[config.mk]
export PLATFORM = sky130hd
export DESIGN_NAME = frame_rx
export DESIGN_NICKNAME = d
export VERILOG_FILES = /design/src/rtl/frame_rx.sv
export SDC_FILE = /design/constraint.sdc
export NUM_CORES = 1
export LEC_CHECK = 0
export CELL_PAD_IN_SITES_DETAIL_PLACEMENT = 2
export CELL_PAD_IN_SITES_GLOBAL_PLACEMENT = 2
export CORE_ASPECT_RATIO = 0.75
export CORE_MARGIN = 2
export CORE_UTILIZATION = 45
export DETAILED_ROUTE_END_ITERATION = 8
export GPL_ROUTABILITY_DRIVEN = 0
export GPL_TIMING_DRIVEN = 0
export PLACE_DENSITY_LB_ADDON = 0.1
export SLEW_MARGIN = 20
export SYNTH_ARGS = -nofsm -noshare
export SYNTH_HDL_FRONTEND = slang
export SYNTH_SLANG_ARGS = --single-unit
export TNS_END_PERCENT = 5
[constraint.sdc]
create_clock -name clk -period 4.46 [get_ports clk]
set_input_delay 1.338 -clock clk [delete_from_list [all_inputs] [get_ports clk]]
set_output_delay 1.338 -clock clk [all_outputs]
set_load 0.005 [all_outputs]
[src/rtl/frame_rx.sv]
// frame_rx: parses [SOF][LEN][payload][CSUM] frames from a valid/ready byte
// stream. Payload bytes are written speculatively into a commit/rollback FIFO
// and become visible to the sink only once the frame's XOR checksum matches.
// Frames with a bad checksum are rolled back whole.
module frame_rx #(
   parameter int         DEPTH   = 16,
   parameter int         MAX_LEN = 16,
   parameter logic [7:0] SOF     = 8'hA5
) (
   input  logic       clk,
   input  logic       rst,
   input  logic [7:0] data_in,
   input  logic       valid_in,
   output logic       ready_out,
   output logic [7:0] payload,
   output logic       payload_valid,
   input  logic       payload_ready,
   output logic       payload_last,
   output logic       frame_ok,
   output logic       frame_err,
   output logic [1:0] err_code
);

   localparam int AW = $clog2(DEPTH);
   localparam int PW = AW + 1;

   typedef enum logic [1:0] {
      ST_HUNT = 2'd0,
      ST_LEN  = 2'd1,
      ST_PAY  = 2'd2,
      ST_CSUM = 2'd3
   } state_t;

   state_t          state_q, state_d;
   logic [PW-1:0]   rptr_q, rptr_d;
   logic [PW-1:0]   swptr_q, swptr_d;
   logic [PW-1:0]   cwptr_q, cwptr_d;
   logic [7:0]      rem_q, rem_d;
   logic [7:0]      acc_q, acc_d;
   logic            frame_ok_q, frame_ok_d;
   logic            frame_err_q, frame_err_d;
   logic [1:0]      err_code_q, err_code_d;

   logic [8:0]      mem_q [DEPTH];
   logic            mem_we_s;
   logic [8:0]      mem_wdata_s;
   logic [8:0]      head_s;

   logic [PW-1:0]   free_s;
   logic            len_bad_s;
   logic            fits_s;
   logic            accept_s;
   logic            pop_s;

   // Space left for a new frame; uses the pre-pop read pointer, so a pop in
   // the same cycle is ignored and the LEN check stays conservative.
   assign free_s    = PW'(DEPTH) - (swptr_q - rptr_q);
   assign len_bad_s = (data_in == 8'd0) || (data_in > 8'(MAX_LEN));
   assign fits_s    = (9'(free_s) >= {1'b0, data_in});

   assign head_s        = mem_q[rptr_q[AW-1:0]];
   assign payload_valid = (rptr_q != cwptr_q);
   assign payload       = payload_valid ? head_s[7:0] : 8'd0;
   assign payload_last  = payload_valid ? head_s[8] : 1'b0;
   assign pop_s         = payload_valid & payload_ready;
   assign accept_s      = valid_in & ready_out;

   assign frame_ok  = frame_ok_q;
   assign frame_err = frame_err_q;
   assign err_code  = err_code_q;

   // Input readiness: only LEN can stall, and only for a legal length that
   // does not fit; illegal lengths are always accepted so they can be rejected.
   always_comb begin
      ready_out = 1'b1;
      case (state_q)
         ST_LEN:  ready_out = len_bad_s | fits_s;
         default: ready_out = 1'b1;
      endcase
   end

   // Next-state logic: frame parser, speculative write/commit/rollback, read side.
   always_comb begin
      state_d     = state_q;
      swptr_d     = swptr_q;
      cwptr_d     = cwptr_q;
      rem_d       = rem_q;
      acc_d       = acc_q;
      frame_ok_d  = 1'b0;
      frame_err_d = 1'b0;
      err_code_d  = 2'd0;
      mem_we_s    = 1'b0;
      mem_wdata_s = 9'd0;

      if (pop_s) begin
         rptr_d = rptr_q + PW'(1);
      end else begin
         rptr_d = rptr_q;
      end

      if (accept_s) begin
         case (state_q)
            ST_HUNT: begin
               if (data_in == SOF) begin
                  state_d = ST_LEN;
               end else begin
                  state_d = ST_HUNT;
               end
            end
            ST_LEN: begin
               if (len_bad_s) begin
                  frame_err_d = 1'b1;
                  err_code_d  = 2'd1;
                  state_d     = ST_HUNT;
               end else begin
                  rem_d   = data_in;
                  acc_d   = 8'd0;
                  state_d = ST_PAY;
               end
            end
            ST_PAY: begin
               mem_we_s    = 1'b1;
               mem_wdata_s = {(rem_q == 8'd1), data_in};
               swptr_d     = swptr_q + PW'(1);
               acc_d       = acc_q ^ data_in;
               rem_d       = rem_q - 8'd1;
               if (rem_q == 8'd1) begin
                  state_d = ST_CSUM;
               end else begin
                  state_d = ST_PAY;
               end
            end
            ST_CSUM: begin
               if (data_in == acc_q) begin
                  cwptr_d    = swptr_q;
                  frame_ok_d = 1'b1;
               end else begin
                  swptr_d     = cwptr_q;
                  frame_err_d = 1'b1;
                  err_code_d  = 2'd2;
               end
               state_d = ST_HUNT;
            end
            default: begin
               state_d = ST_HUNT;
            end
         endcase
      end else begin
         state_d = state_q;
      end
   end

   // State and pointer registers with synchronous reset.
   always_ff @(posedge clk) begin
      if (rst) begin
         state_q     <= ST_HUNT;
         rptr_q      <= '0;
         swptr_q     <= '0;
         cwptr_q     <= '0;
         rem_q       <= 8'd0;
         acc_q       <= 8'd0;
         frame_ok_q  <= 1'b0;
         frame_err_q <= 1'b0;
         err_code_q  <= 2'd0;
      end else begin
         state_q     <= state_d;
         rptr_q      <= rptr_d;
         swptr_q     <= swptr_d;
         cwptr_q     <= cwptr_d;
         rem_q       <= rem_d;
         acc_q       <= acc_d;
         frame_ok_q  <= frame_ok_d;
         frame_err_q <= frame_err_d;
         err_code_q  <= err_code_d;
      end
   end

   // Payload storage; contents need no reset since pointers gate visibility.
   always_ff @(posedge clk) begin
      if (mem_we_s) begin
         mem_q[swptr_q[AW-1:0]] <= mem_wdata_s;
      end
   end

endmodule

==> impl_metrics.toml <==
[status]
status = "finished clean"

[route]
finalWirelength_um = 23200
vias = 4877
vias_per_cell = 5.98
post_drt_wl_per_cell_um = 28.4
drtPass1Iterations = 5
drt_iter0_drc = 372
drc_errors = 0
ant_nets = 0

[critical_path]
start_kind = "primary input"
crit_fanout = 7
startpoint = "data_in[5]"
r2r_end = "rem_q[1]"
r2r_cells = 13
crit_path_end = "ready_out"
rr_startpoint = "swptr_q[1]"
crit_required_ns = 3.12
end_kind = "output pin"
path_class = "primary input to output pin"
reg2reg_slack_ns = 1.17
critPathArrivalTime_ns = 3.00

[timing]
hold_slack_ns = 0.505
grt_setup_unrepaired = "no"
worst_slew_pin_slew_ns = 1.03
finalHoldViolations = 0
period_minus_slack_ns = 4.34
period_share_pct = 97.2
drv_slew = 0
maxSlewHeadroom_pct = 31.3
timing.fmax_mhz = 231
clock_skew_ns = 0.00959
setup_viol = 0

[clocking]
cts.htree.levels = 4
cts_sinks = 185
hold_buffers = 0
path_clk_slew_ns = 0.08
cts_tree = "done"
cts_buffer_depth = 2
numCtsBuffers = 17
cts_root_buffer = "clkbuf_16"
insertion_delay_ns = 0.44

[cells_and_area]
layout-drive-gt1-share_pct = 22.3
num_antenna_cells = 0
finish.utilization_pct = 52.9
fin_nets = 593
fillers = 1624
area_growth_pct = 15.9

[power]
power_w = 0.00338
leakage_nw = 2.96
p_per_area_nw_per_um2 = 364
ir_worst_vdd_v = 0.000264

[grt]
antenna_found_initial = 1
grt_max_degree = 19
overflow = 0
grt_usage_pct = 26.5
grt_pass1_wl_um = 35200
grt_pass1_vias = 5302

[logic_synthesis]
syn-num-nets = 544
ys_ff_latch = 185
avgSynthCellArea_sq_um = 15.6
synth_top_cell_by_area = "edfxtp_1"
synthCells = 512
yosysSeqAreaShare_pct = 64.2
synth_top_area_share_pct = 54.0
synth_edf_count = 144
dominantRegCellSynth = "edfxtp_1"
ys_async_sr_fraction_pct = 0
synth_area_leaders = "edfxtp_1 (54%), mux4_2 (13%), dfxtp_1 (10%), ha_1 (3.0%), nor2_1 (1.9%)"
yosysWarnings = 0
ys_types = 55
netlist_area_sq_um = 8010

[die]
die_y_um = 120
start_util_pct = 45.6
core_area_sq_um = 17600
dieArea_sq_um = 18900
num_rows = 42
die_x_um = 158
ioPinCount = 27

[flow_run]
cap_violations = 0

[placed_design]
hpwl_um = 15500
port_buffers = 25

[worst_hold_path]
hp-class = "flop to flop"
worstHoldPathCells = 1
## registers in the layout, indices dropped and copies added, names as in the netlist, named ones only
register	count
rem_q	8
rptr_q	5
frame_err	1
acc_q	8
state_q	1
cwptr_q	5
frame_ok	1
swptr_q	5
mem_q	144
err_code	2
## area by class of cell
class	count	area, sq um	share of cell area [%]
sequential	185	5160	55.5
inverter	16	62.6	0.674
buffer	26	155	1.67
clock inverter	15	129	1.39
tap	242	303	3.26
clock buffer	17	425	4.58
timing repair buffer	30	280	3.02
multi-input combinational	285	2780	29.9
## cell usage in the layout, fill, tap and decap left out, types with 3 or more instances in the layout
cell type        netlist  final
o21ai_0               10     10
clkdlybuf4s50_1        0     19
a21o_1                 3      3
clkbuf_1              16     12
inv_6                  0      5
and3_1                 5      5
o32ai_1                3      3
dfxtp_2                0      3
buf_2                  5      5
mux4_2                45     45
inv_1                 15     12
nor4_1                 7      7
o221a_1               10     10
nor2_2                 1      5
nor2_1                41     37
nand2_1               18     18
buf_6                  3      3
edfxtp_1             144    144
mux2i_1                9      9
xor2_1                 4      3
nand4_1                5      5
inv_2                  1      3
nor3_1                10      6
dfxtp_1               41     36
clkbuf_16              0     18
dlygate4sd2_1          0      6
nor3_2                 1      5
inv_8                  0      5
and4_1                 5      5
buf_4                  1      6
ha_1                  19     16
nor2b_1               11     11
xnor2_1               17     16
a21oi_1               13     12
ha_4                   0      3
o21ai_1                7      6
clkbuf_2               0      3
nand3_1                7      7
## logic make-up (layout without fill, tap and decap cells)
group                      after synthesis  count (layout)  share of synthesized area, %
DFF                                    185             185                          64.2
and+or+nand+nor                        124             124                          7.98
AOI/OAI and AO/OA                       64              64                          5.84
muxes                                   56              56                          14.1
buffers and inverters                   42             104                          2.37
xor gates and xnor gates                21              21                          2.30
adders and majority gates               20              20                          3.22
## where the power goes
| group | switching, W | total, W | leakage (nW) | internal, W |
|---|---|---|---|---|
| logic | 0.0000530 | 0.0000820 | 1.04 | 0.0000290 |
| clock network | 0.000731 | 0.00147 | 0.272 | 0.000737 |
| registers | 0.00000295 | 0.00183 | 1.64 | 0.00183 |
| total | 0.000787 | 0.00338 | 2.96 | 0.00260 |
## cell usage after synthesis (2+ instances only)
| cell | n |
|---|---|
| mux4_2 | 45 |
| ha_1 | 19 |
| a22oi_1 | 2 |
| a21o_1 | 3 |
| buf_6 | 3 |
| o221a_1 | 10 |
| and2_1 | 2 |
| clkbuf_1 | 16 |
| buf_2 | 5 |
| and3_1 | 5 |
| nor2b_1 | 11 |
| nand3_1 | 7 |
| inv_1 | 15 |
| edfxtp_1 | 144 |
| nor4_1 | 7 |
| o211ai_1 | 2 |
| a41o_1 | 2 |
| or2_2 | 2 |
| o21ai_0 | 10 |
| nor2_1 | 41 |
| nand2_1 | 18 |
| o311ai_1 | 2 |
| nor3b_1 | 2 |
| a31oi_1 | 2 |
| mux2i_1 | 9 |
| a21oi_1 | 13 |
| nand4_1 | 5 |
| and4_1 | 5 |
| o32ai_1 | 3 |
| mux2_2 | 2 |
| nor3_1 | 10 |
| xnor2_1 | 17 |
| o21ai_1 | 7 |
| xor2_1 | 4 |
| nand3b_1 | 2 |
| dfxtp_1 | 41 |
## stage by stage
| step | setup TNS, ns | cell area, sq um | instances | worst slack, ns |
|---|---|---|---|---|
| 3_5_place_dp | -0.440 | 8600 | 781 | -0.440 |
| 4_1_cts | 0 | 9230 | 814 | 0.0690 |
| 2_1_floorplan | 0 | 8010 | 512 | 0.671 |
| 5_1_grt | 0 | 9290 | 816 | 0.00474 |
| 6_report | 0 | 9290 | 816 | 0.124 |
| 3_3_place_gp | -0.347 | 8560 | 779 | -0.347 |
## worst min path at each step
stage	startpoint	endpoint	slack, ns
2_1_floorplan	rem_q[5]	rem_q[5]	0.46
6_report	rem_q[5]	rem_q[5]	0.50
3_5_place_dp	rem_q[5]	rem_q[5]	0.49
3_3_place_gp	rem_q[5]	rem_q[5]	0.47
4_1_cts	rem_q[5]	rem_q[5]	0.51
5_1_grt	rem_q[5]	rem_q[5]	0.54
## worst max-delay path, stage by stage
cell and delay (ns):
clkdlybuf4s50_1 0.59, nor4b_1 0.36, mux2_2 0.30, nand3_1 0.12, dlygate4sd2_1 0.28
## metal layers
metal / GRT usage (%) / vias to the layer above / part of all wire [%]
li1: - / 2117 / -
met1: 37.8 / 2594 / 45
met2: 42.1 / 147 / 48
met3: 6.39 / 19 / 5.8
met4: 5.24 / 0 / 1.3
met5: 0 / - / 0
## what timing repair did
action                     in CTS  in global routing
setup endpoints to repair      10                  1
gates resized for setup        26                  9
pin swaps                       3                  5
setup buffers                   1                  2
Note: power is estimated with default switching activity, not from simulation.
